<file path="src/rtl/array_multiplier_if.sv">
// Operand/result bundle for the array multiplier.
// Master drives operands, slave returns the registered product.
interface array_multiplier_if #(
    parameter int WIDTH = 4
);
    logic                 in_valid;
    logic [WIDTH-1:0]     a;
    logic [WIDTH-1:0]     b;
    logic [2*WIDTH-1:0]   product;
    logic                 out_valid;

    modport master (
        output in_valid, a, b,
        input  product, out_valid
    );

    modport slave (
        input  in_valid, a, b,
        output product, out_valid
    );
endinterface

</file>
<file path="src/rtl/array_multiplier.sv">
// Unsigned WIDTH x WIDTH array multiplier, one-cycle registered product.
// AND-gate partial products summed by shifted ripple-carry adder rows.
module array_multiplier #(
    parameter int WIDTH = 4
) (
    input  logic                clk,
    input  logic                rst,
    array_multiplier_if.slave   bus
);

    logic [WIDTH-1:0]   pp [WIDTH];
    logic [2*WIDTH-1:0] prod_c;

    for (genvar i = 0; i < WIDTH; i++) begin : g_pp
        assign pp[i] = bus.a & {WIDTH{bus.b[i]}};
    end

    // Ripple each partial-product row into the running upper sum.
    always_comb begin
        logic [WIDTH-1:0] up;
        logic [WIDTH-1:0] s;
        logic [WIDTH:0]   cy;
        prod_c    = '0;
        s         = '0;
        cy        = '0;
        up        = {1'b0, pp[0][WIDTH-1:1]};
        prod_c[0] = pp[0][0];
        for (int i = 1; i < WIDTH; i++) begin
            cy[0] = 1'b0;
            for (int j = 0; j < WIDTH; j++) begin
                s[j]    = pp[i][j] ^ up[j] ^ cy[j];
                cy[j+1] = (pp[i][j] & up[j])
                        | (cy[j] & (pp[i][j] ^ up[j]));
            end
            prod_c[i] = s[0];
            up        = {cy[WIDTH], s[WIDTH-1:1]};
        end
        prod_c[2*WIDTH-1:WIDTH] = up;
    end

    // Capture the product on valid cycles; hold it otherwise.
    always_ff @(posedge clk or posedge rst) begin
        if (rst) begin
            bus.product   <= '0;
            bus.out_valid <= 1'b0;
        end else begin
            bus.out_valid <= bus.in_valid;
            if (bus.in_valid) begin
                bus.product <= prod_c;
            end
        end
    end

endmodule

</file>
<file path="src/flat_wrapper.sv">
// flat-port wrapper written by rule: the top's interface ports become plain ports
module array_multiplier_flat 
#(
    parameter int WIDTH = 4
)
  (clk, rst, bus_in_valid, bus_a, bus_b, bus_product, bus_out_valid);
  array_multiplier_if #(.WIDTH(WIDTH)) bus_i ();
  input  logic clk;
  input  logic rst;
  input wire logic [$bits(bus_i.in_valid)-1:0] bus_in_valid;
  input wire logic [$bits(bus_i.a)-1:0] bus_a;
  input wire logic [$bits(bus_i.b)-1:0] bus_b;
  output wire logic [$bits(bus_i.product)-1:0] bus_product;
  output wire logic [$bits(bus_i.out_valid)-1:0] bus_out_valid;
  assign bus_i.in_valid = bus_in_valid;
  assign bus_i.a = bus_a;
  assign bus_i.b = bus_b;
  assign bus_product = bus_i.product;
  assign bus_out_valid = bus_i.out_valid;
  array_multiplier #(.WIDTH(WIDTH)) u_core (.clk(clk), .rst(rst), .bus(bus_i));
endmodule
</file>
<file path="config.mk">
export PLATFORM = sky130hd
export DESIGN_NAME = array_multiplier_flat
export DESIGN_NICKNAME = d
export VERILOG_FILES = /design/src/rtl/array_multiplier_if.sv /design/src/rtl/array_multiplier.sv /design/src/flat_wrapper.sv
export SDC_FILE = /design/constraint.sdc
export NUM_CORES = 1
export LEC_CHECK = 0
export ABC_AREA = 1
export CAP_MARGIN = 10
export CELL_PAD_IN_SITES_DETAIL_PLACEMENT = 1
export CELL_PAD_IN_SITES_GLOBAL_PLACEMENT = 1
export CORE_MARGIN = 1
export CORE_UTILIZATION = 42
export CTS_CLUSTER_DIAMETER = 30
export DETAILED_ROUTE_END_ITERATION = 7
export DONT_BUFFER_PORTS = 1
export PLACE_DENSITY_LB_ADDON = 0.1
export SYNTH_ARGS = -nofsm -noshare
export SYNTH_HDL_FRONTEND = slang
export SYNTH_SLANG_ARGS = --single-unit
export TNS_END_PERCENT = 20
</file>
<file path="constraint.sdc">
create_clock -name clk -period 0.8 [get_ports clk]
set_input_delay 0.24 -clock clk [delete_from_list [all_inputs] [get_ports clk]]
set_output_delay 0.24 -clock clk [all_outputs]
set_load 0.01 [all_outputs]
</file>
# Word level (Yosys, flattened, before mapping)

Cells that the tools add are included.

Output and inout port bits: 9
Register bits after elaboration: 9
Input port bits: 11
Word-level logic and storage cells: 54

Bitwise gates (word level): 52

Operators by type and width:

| kind              | number |
|---|---|
| bitwise AND 1 bit | 20 |
| XOR 1 bit         | 20 |
| bitwise AND 4 bit | 4 |
| OR 1 bit          | 8 |

# Depth between registers and ports, before layout

Word-level depth: 16
Mapped depth: 18
Gate-level depth less buffers: 18

# Least setup slack after synthesis

No wires, ideal clock.

Kind: input to register
Start point: input bus_a[0]
End point: register u_core.bus.product[6]
Path buffers: 0
Arrival time: 3.393 ns
Slack: -2.709 ns
Cell stages on the path: 16
Setup time: 0.117 ns
Cell sequence: nand2_1 inv_1 ha_1 inv_1 fa_1 fa_1 fa_1 fa_1 inv_1 fa_1 inv_1 fa_1 inv_1 fa_1 nand2_1 nand2_1

Cells in the longest elaborated chain, start to end: 15
Elaborated cells between the ends (all ways): 39

RTL lines:

| item                                                  | RTL line                                       | text |
|---|---|---|
| start: declaration                                    | flat_wrapper.sv:11                             | `input wire logic [$bits(bus_i.a)-1:0] bus_a;` |
| bitwise AND 4 bit                                     | array_multiplier.sv:15                         | `assign pp[i] = bus.a & {WIDTH{bus.b[i]}};` |
| bitwise AND 1 bit                                     | array_multiplier.sv:32                         | `cy[j+1] = (pp[i][j] & up[j])` |
| bitwise AND 1 bit                                     | array_multiplier.sv:33                         | `\| (cy[j] & (pp[i][j] ^ up[j]));` |
| OR 1 bit                                              | array_multiplier.sv:33                         |  |
| bitwise AND 1 bit / XOR 1 bit (equally long branches) | array_multiplier.sv:33, array_multiplier.sv:31 |  |
| OR 1 bit / XOR 1 bit (equally long branches)          | array_multiplier.sv:33, array_multiplier.sv:31 |  |
| XOR 1 bit / bitwise AND 1 bit (equally long branches) | array_multiplier.sv:31, array_multiplier.sv:33 |  |
| XOR 1 bit / OR 1 bit (equally long branches)          | array_multiplier.sv:31, array_multiplier.sv:33 |  |
| XOR 1 bit / bitwise AND 1 bit (equally long branches) | array_multiplier.sv:31, array_multiplier.sv:33 |  |
| XOR 1 bit / OR 1 bit (equally long branches)          | array_multiplier.sv:33                         |  |
| bitwise AND 1 bit / XOR 1 bit (equally long branches) | array_multiplier.sv:33, array_multiplier.sv:31 |  |
| OR 1 bit / XOR 1 bit (equally long branches)          | array_multiplier.sv:33                         |  |
| bitwise AND 1 bit                                     | array_multiplier.sv:33                         |  |
| OR 1 bit                                              | array_multiplier.sv:33                         |  |
| XOR 1 bit (*)                                         | array_multiplier.sv:31                         | `s[j] = pp[i][j] ^ up[j] ^ cy[j];` |
| via u_core.prod_c[6]                                  | array_multiplier.sv:12                         | `logic [2*WIDTH-1:0] prod_c;` |
| end signal: assignment                                | array_multiplier.sv:49                         | `bus.product <= prod_c;` |
| end: declaration                                      | array_multiplier_if.sv:19                      | `output product, out_valid` |

The timed path passes the listed nets; every way through them passes the cells marked *.
A chain may end at the register's enable or synchronous reset.

# Final worst setup path

Ends and elaborated chain as after synthesis.

==> flow_metrics.py <==
metrics = {
    "outcome": {
        "outcome": "finished, violations left",
        "failed_checks": "negative setup slack",
    },
    "yosys": {
        "synth_top_cell_by_area": "dfrtp_1",
        "yosys-top-cells-count": "38 x nand2_1, 21 x inv_1, 9 x dfrtp_1, 8 x fa_1, 4 x ha_1",
        "yosysMostFrequentCell": "nand2_1",
        "ys.flop_type": "dfrtp_1",
        "syn-cell-area_sq_um": 677,
        "syn-instance-count": 83,
        "synth-seq-cells": 9,
        "async_flop_share_pct": 100,
        "synth.area.top_cells": "dfrtp_1 33%, fa_1 24%, nand2_1 21%",
        "syn_avg_cell_area_sq_um": 8.16,
        "synth_top_area_share_pct": 33.3,
        "ys_seq_area_share_pct": 33.3,
        "synth.distinct_cells": 8,
        "yosysWarnings": 0,
        "syn_nets": 106,
        "synth-edff-count": 0,
    },
    "route": {
        "drt_first_pass_iters": 4,
        "drc_errors": 0,
        "viasPerCell": 4.90,
        "finalWirelength_microns": 1350,
        "post_drt_wl_per_cell_microns": 13.0,
        "num_vias": 510,
        "drt_iter0_drc": 6,
        "ant_nets": 0,
    },
    "critical_path": {
        "crit_slowest_cell": "fa_2",
        "r2r_slack_ns": 0.12,
        "cp-end-kind": "flip-flop",
        "cpLargestDelayFamily": "adder cells",
        "cp.arrival_ns": 3.37,
        "crit_type": "in -> reg",
        "cp.buffers_inverters": 5,
        "startpoint_type": "primary input",
        "required_ns": 1.00,
        "cp_slowest_stage_delay_ns": 0.51,
        "critPathMaxFanout": 4,
        "crit_chain": "nand2_8 -> inv_4 -> ha_4 -> inv_2 -> fa_2 -> fa_1 -> fa_2 -> fa_1 -> inv_2 -> fa_2 -> inv_2 -> fa_2 -> inv_2 -> fa_2 -> nand2_1 -> nand2_1",
        "crit_top_cell": "fa_2",
        "critical_path_cell_count": 16,
        "r2r_cells": 2,
    },
    "clock_tree": {
        "cts_num_sinks": 9,
        "clk_pin_slew_ns": 0.06,
        "numCtsBuffers": 3,
        "cts.htree.levels": 1,
        "cts_tree": "yes",
        "clock-root-buffer": "clkbuf_4",
        "insertion_delay_ns": 0.26,
        "ctsLongestPathBuffers": 2,
    },
    "floorplanning": {
        "pin_count": 20,
        "die_area_sq_um": 1780,
        "die_width_microns": 42.1,
        "die_h_microns": 42.1,
        "placementRows": 14,
        "initial_core_util_pct": 44.9,
        "core_area_sq_um": 1510,
    },
    "timing": {
        "setup_ws_ns": -2.37,
        "setup-violations-final": 15,
        "worstMarginPinSlew_ns": 0.351,
        "slew_headroom_pct": 76.6,
        "grt_setup_unrepaired": "yes",
        "fmax_ghz": 0.315,
        "fin_skew_ns": 0,
        "final.setup.tns_ns": -11.17,
        "fin_crit_ns": 3.17,
        "maxSlewViolCount": 0,
        "period_share_pct": 396,
        "hold_viol": 0,
    },
    "power": {
        "p_total_mw": 1.30,
        "vdd_drop_max_v": 0.00108,
        "p_leak_nw": 0.450,
        "powerDensity_nw_per_um2": 1630,
    },
    "global_routing": {
        "grt_pass1_vias": 585,
        "grt_pass1_wl_microns": 2510,
        "track_usage_pct": 19.4,
        "grt_antenna_before_repair": 0,
        "grt_max_degree": 11,
        "overflow": 0,
    },
    "min_path": {
        "holdPathStages": 2,
        "hold_class": "in -> reg",
    },
    "cells_and_area": {
        "fillerInstances": 196,
        "stdcell_area_sq_um": 797,
        "instances_no_fill": 104,
        "final_layout_size_suffix_gt1_share_pct": 26.1,
        "num_antenna_cells": 0,
        "final_util_pct": 52.9,
        "multiInputGateArea_sq_um": 418,
        "final_nets": 112,
        "ff_latch_area_sq_um": 225,
        "area_growth_pct": 17.7,
    },
    "run": {
        "cap_violations": 0,
    },
    "placement": {
        "dp.cells": 98,
        "gp_congestion": 0.693,
        "port-buffer-count": 0,
        "dpl_cell_area_sq_um": 691,
        "dp_hpwl_microns": 1020,
    },
}
## path summary, 6_finish.rpt
| path | startpoint | endpoint |
|---|---|---|
| min | bus_in_valid | u_core.bus.product[7] |
| max | bus_a[0] | u_core.bus.product[6] |
| min in group asynchronous | rst | u_core.bus.product[4] |
| max reg2reg | u_core.bus.product[4] | u_core.bus.product[4] |
| max in group asynchronous | rst | u_core.bus.product[3] |
| min reg2reg | u_core.bus.product[2] | u_core.bus.product[2] |
## worst register-to-register path: cells and delay by family, from the launching register on
| kind | cells | cell delay (ns) |
|---|---|---|
| DFF | 1 | 0.42 |
| and+or+nand+nor | 2 | 0.16 |
## flip-flops by register name (all words and copies together), names as in the netlist
signal	cells
u_core.bus.product	8
u_core.bus.out_valid	1
## cell usage in the layout, fill, tap and decap left out
cell / synthesis / layout
clkbuf_1: 0 / 1
nand2_1: 38 / 36
dfrtp_1: 9 / 9
ha_4: 0 / 1
fa_2: 0 / 5
nand3_1: 1 / 1
clkbuf_4: 0 / 3
nand2_8: 0 / 2
inv_4: 0 / 2
ha_1: 4 / 2
ha_2: 0 / 1
dlygate4sd3_1: 0 / 2
inv_2: 1 / 9
fa_1: 8 / 3
inv_1: 21 / 11
## what timing repair did
| action | CTS | global route |
|---|---|---|
| buffers inserted | 0 | 0 |
| endpoints found under the hold margin | 10 | 0 |
| hold buffers | 2 | 0 |
| gates resized for setup | 16 | 8 |
| endpoints found under the setup margin | 15 | 15 |
| cloned | 0 | 0 |
| pin swaps | 7 | 1 |
## cells by family after synthesis
family | synth area share (%)
adder cells (fa/ha/maj) | 31.1
buffers and inverters | 13.9
flip-flops | 33.3
AND/OR/NAND/NOR | 21.8
## power by group
part           internal, mW  leakage [nW]  switching [mW]
combinational         0.147         0.322           0.184
clock                 0.192        0.0150           0.158
sequential            0.532         0.113          0.0881
## per-stage QoR
step,setup WS [ns],hold slack (ns)
detailed placement,-2.78,0.113
finish,-2.37,0.0902
floorplan,-2.62,0.0679
global placement,-2.72,0.104
CTS,-2.39,0.0869
global route,-2.49,0.0902
## final cells by class
class / instances / area share (%)
Timing Repair Buffer: 2 / 2.51
Tap cell: 16 / 2.51
Inverter: 22 / 11.0
Multi-Input combinational cell: 51 / 52.4
Sequential cell: 9 / 28.3
Clock buffer: 4 / 3.30
## routing by layer
metal | wire, microns | track usage (%) | vias up
met1 | 549 | 23.0 | 256
met5 | 0 | 0 | -
li1 | - | - | 241
met3 | 59 | 6.90 | 2
met2 | 732 | 34.1 | 11
met4 | 10 | 3.75 | 0
Power figures use the tool's default switching activity.
